==> src/rtl/msdap_pkg.sv <==
// Shared MSDAP constants and types: default word width, output-serializer
// state encoding, and the error-flag layout that main_controller reads.
package msdap_pkg;

    localparam int MSDAP_WIDTH = 40;
    localparam int MSDAP_CNT_W = 6;

    typedef enum logic {
        SER_IDLE  = 1'b0,
        SER_SHIFT = 1'b1
    } ser_state_e;

    // Bit positions inside the sticky flag vector exported to main_controller.
    localparam int FLAG_OVERRUN_BIT  = 0;
    localparam int FLAG_UNDERRUN_BIT = 1;
    localparam int FLAG_W            = 2;

    typedef logic [FLAG_W-1:0] ser_flags_t;

    function automatic ser_flags_t pack_flags(input logic ovr, input logic und);
        ser_flags_t f;
        f                    = '0;
        f[FLAG_OVERRUN_BIT]  = ovr;
        f[FLAG_UNDERRUN_BIT] = und;
        return f;
    endfunction

endpackage

==> src/rtl/piso_shift.sv <==
// Parallel-in serial-out shifter, MSB first; msb_o is a register bit.
// Latency: loaded MSB visible the edge after load_i; one bit per shift_i edge.
// Backpressure: none; the caller sequences load/shift, clr_i has priority.
module piso_shift #(
    parameter int WIDTH = 40
) (
    input  logic             clk,
    input  logic             rst_n,
    input  logic             clr_i,
    input  logic             load_i,
    input  logic             shift_i,
    input  logic [WIDTH-1:0] data_i,
    output logic             msb_o
);

    logic [WIDTH-1:0] shift_q;
    logic [WIDTH-1:0] shift_d;

    always_comb begin
        shift_d = shift_q;
        if (clr_i) begin
            shift_d = '0;
        end else if (load_i) begin
            shift_d = data_i;
        end else if (shift_i) begin
            shift_d = {shift_q[WIDTH-2:0], 1'b0};
        end
    end

    always_ff @(posedge clk or negedge rst_n) begin
        if (!rst_n) begin
            shift_q <= '0;
        end else begin
            shift_q <= shift_d;
        end
    end

    assign msb_o = shift_q[WIDTH-1];

endmodule

==> src/rtl/output_serializer.sv <==
// Serializes 40-bit L/R result pairs onto OutputL/OutputR, one pair per Frame.
// Latency: MSB driven on the edge that samples the Frame rise; WIDTH bits follow.
// Backpressure: none; a single holding slot, overwrite flags overrun, empty Frame flags underrun.
module output_serializer
    import msdap_pkg::*;
#(
    parameter int WIDTH = MSDAP_WIDTH,
    parameter int CNT_W = MSDAP_CNT_W
) (
    input  logic             Sclk,
    input  logic             Reset_n,
    input  logic             Clear,
    input  logic             Frame,
    input  logic             sum_valid,
    input  logic [WIDTH-1:0] sumL,
    input  logic [WIDTH-1:0] sumR,
    output logic             OutputL,
    output logic             OutputR,
    output logic             OutReady,
    output logic             busy,
    output logic             overrun,
    output logic             underrun
);

    localparam logic [CNT_W-1:0] CNT_LAST = CNT_W'(WIDTH - 1);

    ser_state_e       state_q, state_d;
    logic [CNT_W-1:0] cnt_q, cnt_d;
    logic             frame_d_q;
    logic [WIDTH-1:0] hold_l_q, hold_l_d;
    logic [WIDTH-1:0] hold_r_q, hold_r_d;
    logic             pending_q, pending_d;
    ser_flags_t       flags_q, flags_d;

    logic             frame_rise;
    logic             sh_load;
    logic             sh_shift;
    logic             sh_clr;
    logic             ovr_set;
    logic             und_set;

    assign frame_rise = Frame & ~frame_d_q;

    // Control FSM: IDLE waits for a Frame rise, SHIFT counts WIDTH bits out.
    always_comb begin
        state_d  = state_q;
        cnt_d    = cnt_q;
        sh_load  = 1'b0;
        sh_shift = 1'b0;
        sh_clr   = 1'b0;
        und_set  = 1'b0;
        unique case (state_q)
            SER_IDLE: begin
                if (frame_rise) begin
                    if (pending_q) begin
                        sh_load = 1'b1;
                        cnt_d   = CNT_LAST;
                        state_d = SER_SHIFT;
                    end else begin
                        und_set = 1'b1;
                    end
                end
            end
            SER_SHIFT: begin
                if (cnt_q == '0) begin
                    sh_clr  = 1'b1;
                    state_d = SER_IDLE;
                end else begin
                    sh_shift = 1'b1;
                    cnt_d    = cnt_q - 1'b1;
                end
            end
            default: begin
                state_d = SER_IDLE;
            end
        endcase
        if (Clear) begin
            state_d  = SER_IDLE;
            cnt_d    = '0;
            sh_load  = 1'b0;
            sh_shift = 1'b0;
            sh_clr   = 1'b1;
            und_set  = 1'b0;
        end
    end

    // Holding slot: a load on the same edge frees the slot, so no overrun then.
    always_comb begin
        hold_l_d  = hold_l_q;
        hold_r_d  = hold_r_q;
        pending_d = pending_q;
        ovr_set   = 1'b0;
        if (sum_valid) begin
            hold_l_d  = sumL;
            hold_r_d  = sumR;
            pending_d = 1'b1;
            ovr_set   = pending_q & ~sh_load;
        end else if (sh_load) begin
            pending_d = 1'b0;
        end
        flags_d = flags_q | pack_flags(ovr_set, und_set);
        if (Clear) begin
            hold_l_d  = '0;
            hold_r_d  = '0;
            pending_d = 1'b0;
            flags_d   = '0;
        end
    end

    always_ff @(posedge Sclk or negedge Reset_n) begin
        if (!Reset_n) begin
            state_q   <= SER_IDLE;
            cnt_q     <= '0;
            frame_d_q <= 1'b0;
            hold_l_q  <= '0;
            hold_r_q  <= '0;
            pending_q <= 1'b0;
            flags_q   <= '0;
        end else begin
            state_q   <= state_d;
            cnt_q     <= cnt_d;
            frame_d_q <= Clear ? 1'b0 : Frame;
            hold_l_q  <= hold_l_d;
            hold_r_q  <= hold_r_d;
            pending_q <= pending_d;
            flags_q   <= flags_d;
        end
    end

    // The shifters hold zero whenever idle, so their MSB taps are the pins.
    piso_shift #(.WIDTH(WIDTH)) u_piso_l (
        .clk     (Sclk),
        .rst_n   (Reset_n),
        .clr_i   (sh_clr),
        .load_i  (sh_load),
        .shift_i (sh_shift),
        .data_i  (hold_l_q),
        .msb_o   (OutputL)
    );

    piso_shift #(.WIDTH(WIDTH)) u_piso_r (
        .clk     (Sclk),
        .rst_n   (Reset_n),
        .clr_i   (sh_clr),
        .load_i  (sh_load),
        .shift_i (sh_shift),
        .data_i  (hold_r_q),
        .msb_o   (OutputR)
    );

    assign OutReady = (state_q == SER_SHIFT);
    assign busy     = (state_q == SER_SHIFT);
    assign overrun  = flags_q[FLAG_OVERRUN_BIT];
    assign underrun = flags_q[FLAG_UNDERRUN_BIT];

endmodule

==> config.mk <==
export PLATFORM = sky130hd
export DESIGN_NAME = output_serializer
export DESIGN_NICKNAME = d
export VERILOG_FILES = /design/src/rtl/msdap_pkg.sv /design/src/rtl/piso_shift.sv /design/src/rtl/output_serializer.sv
export SDC_FILE = /design/constraint.sdc
export NUM_CORES = 1
export LEC_CHECK = 0
export CAP_MARGIN = 20
export CORE_UTILIZATION = 52
export CTS_BUF_LIST = sky130_fd_sc_hd__clkbuf_8
export CTS_CLUSTER_DIAMETER = 120
export CTS_CLUSTER_SIZE = 40
export DETAILED_ROUTE_END_ITERATION = 7
export PLACE_DENSITY = 0.78
export REMOVE_ABC_BUFFERS = 1
export SYNTH_ARGS = -nofsm -noshare
export SYNTH_HDL_FRONTEND = slang
export SYNTH_SLANG_ARGS = --single-unit
==> constraint.sdc <==
create_clock -name Sclk -period 1.7 [get_ports Sclk]
set_clock_uncertainty 0.15 [all_clocks]
set_input_delay 0.255 -clock Sclk [delete_from_list [all_inputs] [get_ports Sclk]]
set_output_delay 0.255 -clock Sclk [all_outputs]
set_load 0.01 [all_outputs]
==> results.toml, run 1 <==
[sta]
period_share = 1.151
fin_ws_ns = -0.2571
drv_slew = 0
finalSetupViolations = 84
rsz0062_at_grt = "yes"
max_slew_margin = 0.5096
worst_slew_pin_slew_ns = 0.7355
finalHoldViolations = 0
max_freq_ghz = 0.5110
period_needed_ns = 1.957
finalSetupTns_ns = -17.85

[grt]
antenna_found_initial = 0
grt_pass1_wl_mm = 28.04
gr-total-overflow = 0
grt_pass1_vias = 5385
grt_usage = 0.2525
grt_max_degree = 69

[detailed_routing]
vias = 5303
drt_iter0_drc = 647
post_drt_wl_per_cell_um = 19.89
ant_nets = 0
wirelength_mm = 17.47
avgViaCountPerCell = 6.040
route.detailed.drc = 0
drt_pass1_iterations = 5

[floorplan]
die_h_um = 120.5
start_util = 0.5431
coreArea_um2 = 13450
num_rows = 42
io_pins = 91
die_x_um = 120.5
dieArea_um2 = 14530

[clocking]
cts_inserted_buffers = 17
cts_tree = "done"
clock_path_buffers = 2
h-tree-depth = 4
clkLatencyLatePin_ns = 0.48
path_clk_slew_ns = 0.08
clock-sinks = 171
root_buffer = "clkbuf_8"

[yosys]
synthCells = 589
synth_area_leader_cell = "dfrtp_1"
ys_seq_elements = 171
synth_area_per_cell_um2 = 12.40
synth.distinct_cells = 39
yosysTopAreaCellShare = 0.5857
ys_warn_count = 0
synth_edf_count = 0
synth_seq_area_share = 0.5857
async_flop_share = 1.000
synth_area_um2 = 7306
synth_area_leaders = "dfrtp_1 (59%), mux2i_1 (11%), a221o_1 (11%)"
synthFlopType = "dfrtp_1"

[worst_setup_path]
crit_chain = "inv_2, ha_4, nor4b_4, a211oi_4, buf_12, buf_12, a221o_1"
cpPeakStageDelay_ns = 0.41
cp.arrival_ns = 2.16
critPathRequiredTime_ns = 1.90
cp_slowest_cell = "dfrtp_1"
path_class = "reg2reg"
crit_fanout = 8
r2r_cells = 7
startpoint_type = "flip-flop"
cpMostUsedCell = "buf_12"
end_kind = "flip-flop"

[pwr]
ir_drop_v = 0.0005458
power.leakage_nw = 4.693
powerDensity_nw_per_um2 = 910.5

[cells_and_area]
drive_above_1_share = 0.1382
layout.nets = 777
antennaDiodeCount = 0
area_growth_pct = 26.15

[run_status]
status = "finished, violations left"
violations = "setup timing"

[place]
pre_cts_ws_ns = -0.3135
dp_hpwl_mm = 9.799
io_buffers = 90
gp_congestion = 0.7439

[worst_hold_path]
hold_class = "in2reg"
hold_depth = 3

[job]
cap_violations = 0
repair_timing:
item	CTS	global route
pin swaps	6	7
endpoints found under the hold margin	171	0
resized for setup	32	5
hold buffers	2	0
endpoints found under the setup margin	89	86
setup buffers	8	2
cloned	5	3
cell type report:
class	count	area, µm²
repair buffers	135	1473
fillers	1008	4237
clock buffers	21	289.0
inverters	4	15.01
multi-input cells	361	2801
flip-flops and latches	171	4280
clock inverters	10	137.6
well taps	176	220.2
worst max-delay path, delay by kind of cell (launching register included):
family	cells	cell delay, ns
fa+ha+maj	1	0.13
simple gates	1	0.28
flops	1	0.41
compound gates	2	0.45
buf+inv	3	0.41
synthesized netlist by cell type, types with 2 or more instances:
| cell | count |
|---|---|
| nor2_1 | 87 |
| buf_2 | 21 |
| inv_1 | 4 |
| or2_1 | 2 |
| nor2b_1 | 2 |
| nand2_1 | 2 |
| and3_1 | 78 |
| nor4b_1 | 2 |
| a221o_1 | 78 |
| dfrtp_1 | 171 |
| buf_6 | 8 |
| a22o_1 | 3 |
| a21oi_1 | 2 |
| clkbuf_1 | 21 |
| buf_1 | 2 |
| a211oi_1 | 3 |
| ha_1 | 2 |
| mux2i_1 | 80 |
registers in the layout, indices dropped and copies added, names as in the netlist:
name	count
frame_d_q	1
u_piso_l.shift_q	40
cnt_q	6
pending_q	1
u_piso_r.shift_q	40
hold_l_q	40
hold_r_q	40
flags_q	2
OutReady	1
worst paths after layout:
| check | slack, ns | end | start |
|---|---|---|---|
| worst max-delay path | -0.26 | u_piso_l.shift_q[36]$_DFFE_PN0P_ | cnt_q[1]$_DFFE_PN0P_ |
| worst min-delay path | 0.19 | hold_r_q[10]$_DFFE_PN0P_ | Clear |
| worst max register to register | -0.26 | u_piso_l.shift_q[36]$_DFFE_PN0P_ | cnt_q[1]$_DFFE_PN0P_ |
| worst min register to register | 0.35 | u_piso_r.shift_q[15]$_DFFE_PN0P_ | u_piso_r.shift_q[14]$_DFFE_PN0P_ |
| max in group asynchronous | 0.33 | u_piso_r.shift_q[33]$_DFFE_PN0P_ | Reset_n |
| min in group asynchronous | 0.21 | hold_r_q[31]$_DFFE_PN0P_ | Reset_n |
power by group:
group	internal (mW)	leakage [nW]	switching [mW]
clock network	1.60	0.220	1.46
registers	4.22	2.32	0.101
logic	0.518	2.15	0.494
kinds of logic (layout without fill, tap and decap cells):
kind of cell	count (synthesis)	in the layout	share of synthesized area
AND/OR/NAND/NOR	183	183	0.1320
adder cells (fa/ha/maj)	2	2	0.003425
AO/OA/AOI/OAI	95	95	0.1264
buffers and inverters	57	170	0.04162
flip-flops	171	171	0.5857
XOR/XNOR	1	1	0.001199
multiplexers	80	80	0.1096
per-stage QoR:
stage | utilization | hold slack [ns] | cell area [µm²] | total power, mW | instances
2_1_floorplan | - | -0.1906 | 7017 | 4.713 | 536
3_3_place_gp | 0.6306 | -0.06648 | 8483 | 5.277 | 830
3_5_place_dp | 0.6306 | -0.06369 | 8483 | 5.318 | 830
4_1_cts | 0.6788 | 0.1619 | 9131 | 8.419 | 874
5_1_grt | 0.6851 | 0.1710 | 9216 | 8.723 | 878
6_report | 0.6851 | 0.1875 | 9216 | 8.391 | 878
routing by layer:
layer,wire length (µm),up-vias,global-route usage,part of all wire
met1,7966,2733,0.3505,0.46
met4,224,0,0.08102,0.013
li1,-,2381,-,-
met3,981,19,0.06415,0.056
met2,8292,170,0.3904,0.47
met5,0,-,0,0
cells in the final DEF, fill, tap and decap left out, types with 2 or more instances in the layout:
cell type,netlist,routed
mux2i_1,80,80
bufinv_16,0,3
dfrtp_1,171,170
buf_2,21,2
dlygate4sd2_1,0,4
and3_1,78,78
inv_1,4,3
a22o_1,3,3
a211oi_2,0,2
clkbuf_8,0,21
buf_16,0,3
clkinv_2,0,2
nor2_1,87,86
clkdlybuf4s50_1,0,81
inv_6,0,2
ha_4,0,2
inv_2,0,2
a221o_1,78,78
dlygate4sd3_1,0,2
clkbuf_16,0,2
nor4b_1,2,2
buf_12,0,11
buf_6,8,5
buf_4,1,25
or2_1,2,2
nand2_1,2,2
(Power assumes the default switching activity.)
==> run 2, diff against run 1 <==
Settings changed: CAP_MARGIN 20 to not set.
==> results of run 2 <==
No change in the layout: final DEF, timing and power equal those of run 1.
==> run 3, diff against run 2 <==
Settings changed: SLEW_MARGIN set to 15.
==> results of run 3 <==
No change in the layout: final DEF, timing and power equal those of run 1.
